File: src/rtl/cpu_pkg.sv
// Shared CPU definitions: fetch FSM states and instruction/address geometry.
package cpu_pkg;

  localparam int unsigned ADDR_W  = 10;
  localparam int unsigned INSTR_W = 32;
  localparam int unsigned PC_STEP = 4;

  localparam logic [INSTR_W-1:0] HALT_WORD = 32'hFFFF_FFFF;

  typedef enum logic [1:0] {
    IDLE,
    RUN,
    HALT
  } fetch_state_t;

endpackage

File: src/rtl/instr_fetch.sv
// Instruction fetch unit: owns the PC, drives the instruction memory address and holds one
// fetched instruction for decode behind a valid/ready handshake. Supports redirect and halt.
module instr_fetch #(
  parameter int unsigned             ADDR_W    = cpu_pkg::ADDR_W,
  parameter int unsigned             INSTR_W   = cpu_pkg::INSTR_W,
  parameter logic [ADDR_W-1:0]       RESET_PC  = '0,
  parameter logic [INSTR_W-1:0]      HALT_WORD = cpu_pkg::HALT_WORD
) (
  input  logic               clk,
  input  logic               rst,
  input  logic               fetch_en,
  output logic [ADDR_W-1:0]  imem_addr,
  input  logic [INSTR_W-1:0] imem_data,
  input  logic               redirect_valid,
  input  logic [ADDR_W-1:0]  redirect_pc,
  output logic               out_valid,
  input  logic               out_ready,
  output logic [INSTR_W-1:0] out_instr,
  output logic [ADDR_W-1:0]  out_pc,
  output logic               halted
);

  import cpu_pkg::*;

  fetch_state_t       state_q, state_d;
  logic [ADDR_W-1:0]  pc_q, pc_d;
  logic               out_valid_q, out_valid_d;
  logic [INSTR_W-1:0] out_instr_q, out_instr_d;
  logic [ADDR_W-1:0]  out_pc_q, out_pc_d;

  logic transfer;
  logic slot_free;

  // Low address bits of a redirect target are dropped; fetch is always word aligned.
  logic unused_redirect_lsb;
  assign unused_redirect_lsb = ^redirect_pc[1:0];

  assign transfer  = out_valid_q && out_ready;
  assign slot_free = !out_valid_q || out_ready;

  // Next-state, PC mux (redirect > advance > hold) and output-slot update.
  always_comb begin
    state_d     = state_q;
    pc_d        = pc_q;
    out_valid_d = out_valid_q;
    out_instr_d = out_instr_q;
    out_pc_d    = out_pc_q;

    if (redirect_valid) begin
      // Flush wins over any capture; a same-edge transfer has already been taken by decode.
      pc_d        = {redirect_pc[ADDR_W-1:2], 2'b00};
      out_valid_d = 1'b0;
      state_d     = fetch_en ? RUN : IDLE;
    end else begin
      unique case (state_q)
        IDLE: begin
          if (transfer) out_valid_d = 1'b0;
          if (fetch_en) state_d = RUN;
        end
        RUN: begin
          if (!fetch_en) begin
            state_d = IDLE;
            if (transfer) out_valid_d = 1'b0;
          end else if (slot_free) begin
            out_valid_d = 1'b1;
            out_instr_d = imem_data;
            out_pc_d    = pc_q;
            if (imem_data == HALT_WORD) begin
              state_d = HALT;
            end else begin
              pc_d = pc_q + ADDR_W'(PC_STEP);
            end
          end
        end
        HALT: begin
          if (transfer) out_valid_d = 1'b0;
        end
        default: state_d = IDLE;
      endcase
    end
  end

  // State, PC and output register with asynchronous reset.
  always_ff @(posedge clk or posedge rst) begin
    if (rst) begin
      state_q     <= IDLE;
      pc_q        <= RESET_PC;
      out_valid_q <= 1'b0;
      out_instr_q <= '0;
      out_pc_q    <= '0;
    end else begin
      state_q     <= state_d;
      pc_q        <= pc_d;
      out_valid_q <= out_valid_d;
      out_instr_q <= out_instr_d;
      out_pc_q    <= out_pc_d;
    end
  end

  assign imem_addr = pc_q;
  assign out_valid = out_valid_q;
  assign out_instr = out_instr_q;
  assign out_pc    = out_pc_q;
  assign halted    = (state_q == HALT);

endmodule

File: config.mk
export PLATFORM = sky130hd
export DESIGN_NAME = instr_fetch
export DESIGN_NICKNAME = d
export VERILOG_FILES = /design/src/rtl/cpu_pkg.sv /design/src/rtl/instr_fetch.sv
export SDC_FILE = /design/constraint.sdc
export NUM_CORES = 1
export LEC_CHECK = 0
export CAP_MARGIN = 10
export CORE_MARGIN = 1.5
export CORE_UTILIZATION = 37
export CTS_CLUSTER_SIZE = 16
export DETAILED_ROUTE_END_ITERATION = 10
export HOLD_SLACK_MARGIN = 0.02
export PLACE_DENSITY_LB_ADDON = 0.1
export SYNTH_ARGS = -nofsm -noshare
export SYNTH_HDL_FRONTEND = slang
export SYNTH_SLANG_ARGS = --single-unit
File: constraint.sdc
create_clock -name clk -period 1.5 [get_ports clk]
set_input_delay 0.3 -clock clk [delete_from_list [all_inputs] [get_ports clk]]
set_output_delay 0.3 -clock clk [all_outputs]
set_load 0.01 [all_outputs]
# Word level (Yosys, flattened, before mapping)

Cells that the tools add are included.

Register bits: 55
Output and inout bits: 54
Logic and storage cells: 45

Multiplexer cells: 17
Reduce and logical (&&, ||, !) cells: 13
Eq/ne operators: 8
Bitwise logic cells: 1
Add/subtract/negate cells: 1

Operator list:

| operator                                       | count |
|---|---|
| two-way mux 10 bit                             | 5 |
| == test 32 bit (second input constant)         | 1 |
| AND reduction 4 bit                            | 3 |
| adder 10 x 3 -> 10 bit (second input constant) | 1 |
| two-way mux 2 bit                              | 5 |
| != test 4 bit (second input constant)          | 2 |
| one-hot mux 2 bit (3 select lines)             | 1 |
| nonzero test 2 bit                             | 3 |
| two-way mux 1 bit                              | 5 |
| != test 2 bit (second input constant)          | 2 |
| != test 3 bit (second input constant)          | 1 |
| nonzero test 3 bit                             | 1 |
| == test 2 x 1 -> 1 bit (second input constant) | 1 |
| == test 2 bit (second input constant)          | 1 |
| logical NOT 2 bit                              | 1 |
| one-hot mux 1 bit (2 select lines)             | 1 |
| AND reduction 2 bit                            | 1 |
| OR reduction 2 bit                             | 1 |
| logical AND 1 bit                              | 1 |
| logical NOT 1 bit                              | 1 |
| logical OR 1 bit                               | 1 |
| inverter 1 bit                                 | 1 |

# Logic depth before layout (Yosys ltp)

Depth after elaboration: 6
Depth in mapped cells: 5
Depth with buffers taken out: 5

# Least setup slack after synthesis

OpenSTA, ideal clock, no wires.

Path kind: input -> register
Start point: in imem_data[6]
End point: reg pc_q[3] (netlist: imem_addr[3])
Data arrival time: 1.532 ns
Buffers on the path: 0
Slack: -0.157 ns
Stages: 5
Library setup time: 0.125 ns
Path through: nand4_1 -> nor4_4 -> a21oi_2 -> mux2_1 -> mux2_2

Cells in the longest elaborated chain, start to end: 3

RTL lines:

| item                          | line              | source |
|---|---|---|
| from (decl)                   | instr_fetch.sv:13 | `input logic [INSTR_W-1:0] imem_data,` |
| == test 32 bit                | instr_fetch.sv:68 | `if (imem_data == HALT_WORD) begin` |
| != test 2 bit (no line)       | n/a               |  |
| AND reduction 4 bit (no line) | n/a               |  |
| to (signal assigned)          | instr_fetch.sv:93 | `pc_q <= pc_d;` |
| to (decl)                     | instr_fetch.sv:26 | `logic [ADDR_W-1:0] pc_q, pc_d;` |

No other way between the ends.
A chain may end at the register's enable or synchronous reset.

# Worst setup path after layout

Start point: in out_ready
End point: reg pc_q[3] (netlist: imem_addr[3])

Cells in the longest elaborated chain, start to end: 3

RTL lines:

| item                          | line              | source |
|---|---|---|
| from (decl)                   | instr_fetch.sv:17 | `input logic out_ready,` |
| logical OR 1 bit              | instr_fetch.sv:39 | `assign slot_free = !out_valid_q \|\| out_ready;` |
| nonzero test 2 bit (no line)  | n/a               |  |
| AND reduction 4 bit (no line) | n/a               |  |

No other way between the ends.

==> out/results.tsv <==
metric	value	unit
failing checks	setup timing	
Comb power frac	32.5	%
Crit path required time	1.70	ns
global-route wire length before repair	9740	microns
most frequent cells after synthesis	dfrtp_1 (51), mux2_2 (41), nand2_1 (9), nand4_1 (9), xnor2_1 (7)	
die extent in y	80.5	microns
drt wl/cell	16.9	microns
Synth cell types	29	
fin. max-slew vios	0	
Iter 0 DRT Violations	75	
sequential power share	43.2	%
RSZ-0062 raised after global routing	true	
# rows	28	
clock buffer depth	2	
CTS Buf Count	5	
CP arrival	1.87	ns
TritonRoute pass-1 iters	4	
IO Pins	101	
area share of the largest cell type after synthesis	57.5	%
CP Max Fanout	5	
fin crit share	112	%
Final HPWL DP	3980	microns
clk slew on worst S/H paths	0.09	ns
Fill cells	437	
#FFs+latches synth	51	
EDFF count, synth	0	
hold buffer count at cts	0	
Initial Utilization	38.0	%
final instance area	4080	sq um
fmax	598	MHz
vias	1923	
Max IR drop VDD	0.000587	V
worst hold start	imem_data[10]	
count leader, synth	dfrtp_1	
final worst slack	-0.173	ns
CTS root buffer	clkbuf_8	
Main synth FF type	dfrtp_1	
vias in the first global route	1935	
Core Footprint	5850	sq um
pin count of the biggest net entering global routing	31	
worst reg2reg startpoint	state_q[1]	
remaining global-route overflow	0	
Placer Congestion	0.754	
Max Cap Viol	0	
initial antenna violation count	0	
Clock power frac	24.3	%
CP Capture Type	register	
post-synth design cell area	2220	sq um
Final #Nets	365	
Post-Synth Simple-Gate Area	9.52	%
H-tree Lvls	2	
Int Power	0.00298	W
Sink Count	51	
FF-to-FF End	imem_addr[3]	
CTS tree	built	
Adder-Cell Fraction of Synth Area	0.563	%
post-layout min period	1.67	ns
die width	80.5	microns
startpoint types	primary input	
ranking of synthesized cells by area	dfrtp_1 (57%), mux2_2 (21%), xnor2_1 (2.8%)	
Worst-Skew Late Latency	0.30	ns
Ys Warns	0	
Placed Area	3460	sq um
port bufs	94	
Overall Global Routing Usage	20.3	%
hold path depth	2	
CP Class	primary input to register	
status	complete, but fails checks	
Synth Area in Compound Gates	5.30	%
# setup viols final	47	
switching pwr	0.00110	W
WL final	6630	microns
largest family of logic cells by synthesized area	multiplexers	
Hold Path Sink	out_instr[10]	
Fin Setup TNS	-2.60	ns
Power Density	1000	nW/um^2
worst hold-check path type	primary input to register	
layout cell share with drive strength beyond 1	47.8	%
DR vias/cell	4.89	
multiplexer area fraction after synthesis	21.3	%
sequential area share after synthesis	57.5	%
FF-to-FF setup slack	-0.16	ns
clk_skew	0.00189	ns
number of antenna-violating nets in the routed design	0	
number of diodes	0	
asr flop ratio synth	100	%
Sw Ratio	27.1	%
leakage	1.99	nW
area leader, netlist	dfrtp_1	
DRC	0	
cells after synthesis	166	
worst r2r path cells	6	
Mean Syn Cell Area	13.4	sq um
Final Power	0.00408	W
die area	6480	sq um
Synth Area in XOR/XNOR	2.76	%
Area Overhead vs Synth	83.7	%
Final Hold Vio Count	0	
-- layer usage --
metal	wire, microns	track usage (%)	vias to the layer above
met5	0	0	-
met4	64	6.72	0
met3	346	5.45	6
met2	3370	33.5	61
met1	2860	25.6	962
li1	-	-	894
-- cell usage in the layout (no fill, tap or decap), drive strengths merged --
cell type	Yosys	final
buf	8	59
o21ai	8	8
nor4	2	2
a2111oi	2	2
dlymetal6s2s	0	8
clkbuf	2	24
o21a	1	1
clkdlybuf4s15	0	3
nor2	2	2
a211oi	3	3
inv	2	1
bufinv	0	1
nor2b	2	2
and2	2	2
conb	1	4
clkinv	0	1
ha	1	1
nand2	9	9
clkinvlp	0	1
a31oi	1	1
dlygate4sd2	0	52
nand4	10	10
a21oi	4	4
clkdlybuf4s50	0	11
nand2b	1	1
xnor2	7	7
or2	1	1
nand3	4	4
mux2	42	42
dfrtp	51	51
-- through the flow --
step,cells,hold WS (ns),setup slack [ns],utilization [%]
2_1_floorplan,169,0.349,-0.157,-
6_report,393,0.239,-0.173,69.7
3_5_place_dp,354,0.494,-0.660,59.2
4_1_cts,385,0.325,-0.132,67.5
3_3_place_gp,354,0.488,-0.628,59.2
5_1_grt,393,0.228,-0.218,69.7
-- area by class of cell --
type / instances / area [sq um] / share of cell area [%]
inverters: 2 / 11.3 / 0.276
clock inverters: 2 / 35.0 / 0.859
well taps: 75 / 93.8 / 2.30
repair buffers: 151 / 1380 / 33.9
multi-input cells: 106 / 1200 / 29.3
flip-flops and latches: 51 / 1280 / 31.3
clock buffers: 6 / 82.6 / 2.02
-- worst max-delay path, stage by stage --
cell and delay [ns]:
clkdlybuf4s50_1 0.46, nand2b_4 0.14, nand3_4 0.10, buf_8 0.16
a21oi_4 0.13, mux2_4 0.31, mux2_2 0.26
-- how the worst max path moves through the flow --
stage                       from       endpoint  slack [ns]
floorplan           imem_data[6]   imem_addr[3]       -0.16
global placement    imem_data[6]   imem_addr[3]       -0.63
detailed placement  imem_data[5]   imem_addr[3]       -0.66
CTS                   state_q[1]  out_instr[21]       -0.13
global route          state_q[1]   imem_addr[8]       -0.22
finish                 out_ready   imem_addr[3]       -0.17
-- power groups by stage --
stage	logic (W)	clock network, W	registers [W]
after floorplan	0.000334	0	0.00192
after global placement	0.00123	0	0.00179
after detailed placement	0.00123	0	0.00180
after CTS	0.00125	0.00101	0.00176
after global routing	0.00142	0.00108	0.00180
final	0.00133	0.000991	0.00176
-- sequential cells by signal, indices dropped and copies added (netlist names) --
signal	flops
out_valid	1
imem_addr	8
out_pc	8
out_instr	32
state_q	2
-- cell families (layout without fill, tap and decap cells) --
group                      count (synthesis)  after routing
DFF                                       51             51
AOI/OAI and AO/OA                         19             19
muxes                                     42             42
buffers and inverters                     12            161
xor gates and xnor gates                   7              7
adders and majority gates                  1              1
and+or+nand+nor                           33             33
other                                      1              4
-- what timing repair did --
action	in CTS	in global routing
pin swaps	16	22
cloned	3	2
setup buffers	21	11
resized for setup	133	84
setup endpoints to repair	91	58
Note: power is estimated with default switching activity, not from simulation.
